===== src/rtl/uart_ram_loader.sv =====
// Host command sequencer: parses UART frames into RAM port-a write/read bursts and CNN run
// requests, returning read data and a run acknowledge over UART TX.
module uart_ram_loader #(
   parameter int unsigned ADDR_W = 8,
   parameter int unsigned DATA_W = 8
) (
   input  logic              clk,
   input  logic              rst,
   input  logic              rx_valid,
   input  logic [7:0]        rx_data,
   output logic              tx_valid,
   output logic [7:0]        tx_data,
   input  logic              tx_ready,
   output logic              ram_we,
   output logic [ADDR_W-1:0] ram_addr,
   output logic [DATA_W-1:0] ram_wdata,
   input  logic [DATA_W-1:0] ram_rdata,
   output logic              cnn_start,
   input  logic              cnn_done,
   output logic              busy,
   output logic              err
);

   localparam logic [7:0] CmdWrite = 8'hA5;
   localparam logic [7:0] CmdRead  = 8'h5A;
   localparam logic [7:0] CmdRun   = 8'hC3;
   localparam logic [7:0] AckByte  = 8'hD0;

   typedef enum logic [3:0] {
      StIdle, StGetAddr, StGetLen, StWrData, StRdIssue, StRdWait, StRdSend, StRun, StAck
   } state_e;

   state_e            state_q, state_d;
   logic              is_rd_q, is_rd_d;
   logic [ADDR_W-1:0] addr_q, addr_d;
   logic [7:0]        count_q, count_d;
   logic              we_q, we_d;
   logic [ADDR_W-1:0] wr_addr_q, wr_addr_d;
   logic [DATA_W-1:0] wdata_q, wdata_d;
   logic              tx_valid_q, tx_valid_d;
   logic [7:0]        tx_data_q, tx_data_d;
   logic              start_q, start_d;
   logic              err_q, err_d;

   always_comb begin
      state_d    = state_q;
      is_rd_d    = is_rd_q;
      addr_d     = addr_q;
      count_d    = count_q;
      we_d       = 1'b0;
      wr_addr_d  = wr_addr_q;
      wdata_d    = wdata_q;
      tx_valid_d = tx_valid_q;
      tx_data_d  = tx_data_q;
      start_d    = 1'b0;
      err_d      = 1'b0;

      unique case (state_q)
         StIdle: begin
            if (rx_valid) begin
               if (rx_data == CmdWrite || rx_data == CmdRead) begin
                  is_rd_d = (rx_data == CmdRead);
                  state_d = StGetAddr;
               end else if (rx_data == CmdRun) begin
                  start_d = 1'b1;
                  state_d = StRun;
               end else begin
                  err_d = 1'b1;
               end
            end
         end
         StGetAddr: begin
            if (rx_valid) begin
               addr_d  = rx_data[ADDR_W-1:0];
               state_d = StGetLen;
            end
         end
         StGetLen: begin
            if (rx_valid) begin
               if (rx_data == 8'h00) begin
                  err_d   = 1'b1;
                  state_d = StIdle;
               end else begin
                  count_d = rx_data;
                  state_d = is_rd_q ? StRdIssue : StWrData;
               end
            end
         end
         StWrData: begin
            // Registered write pulse lands the cycle after the byte arrives.
            if (rx_valid) begin
               we_d      = 1'b1;
               wr_addr_d = addr_q;
               wdata_d   = rx_data;
               addr_d    = addr_q + ADDR_W'(1);
               count_d   = count_q - 8'd1;
               if (count_q == 8'd1) state_d = StIdle;
            end
         end
         StRdIssue: state_d = StRdWait;
         StRdWait: begin
            tx_data_d  = ram_rdata;
            tx_valid_d = 1'b1;
            state_d    = StRdSend;
         end
         StRdSend: begin
            if (tx_ready) begin
               tx_valid_d = 1'b0;
               addr_d     = addr_q + ADDR_W'(1);
               count_d    = count_q - 8'd1;
               state_d    = (count_q == 8'd1) ? StIdle : StRdIssue;
            end
         end
         StRun: begin
            if (cnn_done) begin
               tx_valid_d = 1'b1;
               tx_data_d  = AckByte;
               state_d    = StAck;
            end
         end
         StAck: begin
            if (tx_ready) begin
               tx_valid_d = 1'b0;
               state_d    = StIdle;
            end
         end
         default: state_d = StIdle;
      endcase

      // Bytes arriving while reading or running are dropped and flagged.
      if (rx_valid && (state_q == StRdIssue || state_q == StRdWait || state_q == StRdSend ||
                       state_q == StRun || state_q == StAck)) begin
         err_d = 1'b1;
      end
   end

   always_ff @(posedge clk or posedge rst) begin
      if (rst) begin
         state_q    <= StIdle;
         is_rd_q    <= 1'b0;
         addr_q     <= '0;
         count_q    <= '0;
         we_q       <= 1'b0;
         wr_addr_q  <= '0;
         wdata_q    <= '0;
         tx_valid_q <= 1'b0;
         tx_data_q  <= '0;
         start_q    <= 1'b0;
         err_q      <= 1'b0;
      end else begin
         state_q    <= state_d;
         is_rd_q    <= is_rd_d;
         addr_q     <= addr_d;
         count_q    <= count_d;
         we_q       <= we_d;
         wr_addr_q  <= wr_addr_d;
         wdata_q    <= wdata_d;
         tx_valid_q <= tx_valid_d;
         tx_data_q  <= tx_data_d;
         start_q    <= start_d;
         err_q      <= err_d;
      end
   end

   assign ram_we    = we_q;
   assign ram_addr  = (state_q == StRdIssue) ? addr_q : wr_addr_q;
   assign ram_wdata = wdata_q;
   assign tx_valid  = tx_valid_q;
   assign tx_data   = tx_data_q;
   assign cnn_start = start_q;
   assign err       = err_q;
   assign busy      = (state_q != StIdle);

endmodule

===== config.mk =====
export PLATFORM = sky130hd
export DESIGN_NAME = uart_ram_loader
export DESIGN_NICKNAME = d
export VERILOG_FILES = /design/src/rtl/uart_ram_loader.sv
export SDC_FILE = /design/constraint.sdc
export NUM_CORES = 1
export LEC_CHECK = 0
export ABC_AREA = 0
export CAP_MARGIN = 15
export CELL_PAD_IN_SITES_DETAIL_PLACEMENT = 1
export CELL_PAD_IN_SITES_GLOBAL_PLACEMENT = 1
export CORE_ASPECT_RATIO = 0.8
export CORE_MARGIN = 4
export CORE_UTILIZATION = 49
export DETAILED_ROUTE_END_ITERATION = 10
export DONT_BUFFER_PORTS = 1
export HOLD_SLACK_MARGIN = 0.05
export PLACE_DENSITY = 0.91
export SKIP_CTS_REPAIR_TIMING = 1
export SYNTH_ARGS = -nofsm -noshare
export SYNTH_HDL_FRONTEND = slang
export SYNTH_SLANG_ARGS = --single-unit

===== constraint.sdc =====
create_clock -name clk -period 2.3 [get_ports clk]
set_input_delay 0.345 -clock clk [delete_from_list [all_inputs] [get_ports clk]]
set_output_delay 0.345 -clock clk [all_outputs]
set_load 0.05 [all_outputs]

======== Word-level counts from Yosys, hierarchy flattened ========
Cells that the tools add are included.
storage, ports and cells
  input bits .............................. 21
  word-level logic and storage cells ...... 99
  bits in registers ....................... 49
  output and inout port bits .............. 29
cells by class
  eq/ne operators ......................... 23
  reduce and logical (&&, ||, !) cells .... 21
  $add $sub $neg .......................... 2
  mux-type cells .......................... 42
operators with widths
  kind                                                                    number
  8-bit two-way mux                                                       9
  8-bit one-hot mux with 3 select lines                                   2
  4-bit two-way mux                                                       10
  4-bit one-hot mux with 9 select lines                                   1
  2-bit != test (second input constant)                                   9
  4-bit by 3-bit equality test with 1-bit output (second input constant)  4
  8-bit equality test (second input constant)                             2
  8-bit one-hot mux with 2 select lines                                   1
  1-bit two-way mux                                                       14
  3-bit two-way mux                                                       3
  9-bit AND reduction                                                     1
  3-bit nonzero test                                                      3
  8-bit by 1-bit adder with 8-bit output (second input constant)          1
  4-bit by 2-bit equality test with 1-bit output (second input constant)  2
  8-bit by 1-bit equality test with 1-bit output (second input constant)  1
  8-bit by 7-bit equality test with 1-bit output (second input constant)  1
  8-bit zero test                                                         1
  8-bit by 1-bit subtractor with 8-bit output (second input constant)     1
  3-bit AND reduction                                                     2
  1-bit logical OR                                                        5
  5-bit AND reduction                                                     1
  4-bit by 1-bit equality test with 1-bit output (second input constant)  1
  4-bit equality test (second input constant)                             1
  4-bit zero test                                                         1
  10 further kinds                                                        11

======== Longest topological paths before layout ========
  depth in word-level cells ............... 7
  depth in mapped cells ................... 8
  mapped depth without buffers ............ 7

======== Worst setup path after synthesis ========
No wires, ideal clock.
  kind .................................... register to register
  start ................................... register state_q[2]
  end ..................................... register state_q[2]
  period minus slack after synthesis ...... 1972 ps
  setup slack ............................. 328 ps
  data required time ...................... 2175 ps
  library setup time ...................... 125 ps
  path buffers ............................ 0
  cell stages (with the launch flop) ...... 8
  arrival time ............................ 1847 ps
  cell sequence ........................... dfrtp_1 > or2_4 > nor3_4 > inv_1 > a311oi_1 > a31oi_2 > nand3_2 > mux2_4
on the way
  longest elaborated chain between the ends .. 3
  elaborated cells on any way between the ends .. 20
  those cells by class .................... 17 x eq/ne; 1 x mux; 2 x reduce/logical
ends and longest elaborated chain
  what                                                                    RTL line  text
  start: declaration                                                      33        state_e state_q, state_d;
  start signal: assignment                                                139       state_q <= StIdle;
  start signal: assignment                                                151       state_q <= state_d;
  4-bit by 2-bit equality test with 1-bit output (tied with other cells)  58        unique case (state_q)
  2-bit != test (no source line) / 3-bit != test (equally long branches)  --
  9-bit AND reduction (no source line)                                    --
Several ways; a longest one is shown, not always the timed one.
A chain may end at the register's enable or synchronous reset.

======== Worst setup path in the final report ========
  start ................................... register state_q[0]
  end ..................................... output ram_addr[1]
on the way
  longest elaborated chain between the ends .. 2
ends and longest elaborated chain
  what                                            RTL line  text
  4-bit by 3-bit equality test with 1-bit output  166       assign ram_addr = (state_q == StRdIssue) ? addr_q : wr_addr_q;
  8-bit two-way mux                               166
  end: declaration                                15        output logic [ADDR_W-1:0] ram_addr,
Every way passes these cells.

==> metrics <==
Max Cap Violations 0; worst-case reg-to-reg path depth 7; Tmin final 2.26 ns; Antenna Nets Post-Route 0; standard-cell row count 23; later-pin clock latency in the skew report around 0.31 ns; hold slack about 0.11 ns; Cell variety after synth between 60 and 70; total grt overflow 0; die width roughly 91 µm; H-tree levels 2; CTS tree yes; post-synth net total around 280; WL met2 approximately 3300 µm; number of global-route vias before repair between 2000 and 2500; Post-synth EDFFs 0; DR top layer met4; CTS Buf Count 5; worst-path fanout max 11; Nets ~290; GP Congestion between 0.8 and 0.9; first-pass GRT wire length roughly 12000 µm; synth top area cells dfrtp_1 46%, mux2_2 9.6%, nand2_1 3.3%; Hold Vio Cnt, Final 0; clk_skew 0.00531 ns; crit path capture type output port; R2R Path Start state_q[0]; Buffers on Ports 0; layout cell share with drive strength beyond 1 0.255; via/cell ratio roughly 6.5; clk slew on worst S/H paths 0.09 ns; leading area contributor after synthesis dfrtp_1; period utilization 0.981; Startpoint Class flop; worst rel slew slack 0.626; RSZ-0062 raised after global routing true; Cell Area, Synth 0.00269 mm²; Mean Syn Cell Area between 10 and 15 µm²; FFs w/ async S/R, synth 1.00; Yosys top cell area share 0.455; Clock Path Buffers 2; Finished Layout Cells 325; Pre-antenna DRT Iters 4; Initial DRC Count 116; die area just under 0.007 mm²; fin util 0.553; Via Count around 2100; crit path from state_q[0]; Antenna diodes 0; HP Class in -> reg; Worst Path Arrival 1.91 ns; top_reg_cell synth dfrtp_1; Worst R2R Setup Slack about 0.20 ns; Setup TNS 0 ns; dominant cell by count in the synthesized netlist dfrtp_1; Syn Inst Count roughly 260; IO Pins 50; initial antenna violation count 0; M1 WL approximately 3100 µm; Worst Path Required between 1.5 and 2 ns; drt wl/cell 21.6 µm; placed instance count approximately 320; status finished clean; CP endpoint ram_addr[1]; Root Driver clkbuf_8; final setup vio count 0; Final Max Tran Viols 0; starting density of the core 0.523; worst reg2reg path endpoint state_q[2]; #FFs+latches synth 49; Met3 Wirelength approximately 530 µm; largest net degree at the start of global routing 29; die height about 74 µm; Area growth, synth to finish 5.85%; Slew @ Worst Pin ~0.56 ns; GRT Overall Usage 0.223; critical path class reg -> out; Remaining DRCs 0; CTS sink count between 40 and 50; final wirelength between 7000 and 8000 µm; Core Box Area between 0.005 and 0.006 mm²; Ys Warns 0; post-synthesis sequential area ratio 0.455; Post-synth top cells 49 x dfrtp_1, 24 x nand2_1, 23 x mux2_2, 17 x a21oi_1, 14 x o21ai_0; maximum clock frequency 443 MHz; DP HPWL between 5000 and 6000 µm
-- metal layers --
layer,vias up,global-route usage
met5,-,0
met4,0,0.0619
met3,10,0.0546
met2,55,0.373
met1,1093,0.296
li1,966,-
-- worst max-delay path: stages (launching register included) --
cell and delay, ns:
dfrtp_1 0.51, and2b_2 0.30, and2_2 0.29, mux2_2 0.50
-- sequential cells by signal, indices dropped and copies added (netlist names) --
signal and flops:
count_q 8, ram_wdata 8, tx_data 8, is_rd_q 1, wr_addr_q 8, state_q 4, ram_we 1, cnn_start 1
addr_q 8, tx_valid 1, err 1
-- cell usage in the layout, fill, tap and decap left out, drive strengths merged, types with 3 or more instances in the layout --
cell	count
ha	3
nand2b	3
buf	10
a31oi	6
mux2	24
o21a	3
nor2	14
dfrtp	49
nand3	10
or3	4
nor2b	3
nand2	24
o21ai	16
clkbuf	6
o22ai	3
o22a	3
a22o	7
o31ai	3
inv	10
nor3	5
nand4	3
a21oi	20
-- layout make-up --
cell class,count,area [µm²]
inverters,10,37.5
flip-flops and latches,49,1230
well taps,62,77.6
clock inverters,2,15.0
clock buffers,6,72.6
repair buffers,11,85.1
fillers,564,2300
multi-input cells,185,1340
-- through the flow --
stage	setup slack (ns)	instance area [µm²]
final	0.0432	2850
after global placement	0.278	2750
after CTS	-0.0849	2840
after global routing	-0.00560	2850
after detailed placement	0.228	2750
after floorplan	0.328	2690
-- logic make-up (layout without fill, tap and decap cells) --
family | Yosys count | in the layout | synth area share
multiplexers | 25 | 25 | 0.105
AND/OR/NAND/NOR | 78 | 78 | 0.164
flip-flops | 49 | 49 | 0.455
adder cells (fa/ha/maj) | 3 | 3 | 0.0139
AO/OA/AOI/OAI | 79 | 79 | 0.212
buffers and inverters | 23 | 29 | 0.0488
-- worst min-delay path by stage --
| stage | start | to | slack, ns | depth (start not counted) |
|---|---|---|---|---|
| floorplan | tx_ready | state_q[3] | 0.44 | 1 |
| global route | tx_ready | state_q[3] | 0.11 | 1 |
| finish | tx_ready | state_q[3] | 0.11 | 1 |
| CTS | rst | ram_wdata[2] | -0.03 | 1 |
| detailed placement | rst | ram_wdata[2] | 0.31 | 1 |
| global placement | rst | ram_wdata[6] | 0.31 | 1 |
Power is not shown: default switching activity piles up to over one toggle a cycle in this logic, so the estimate is an artifact.
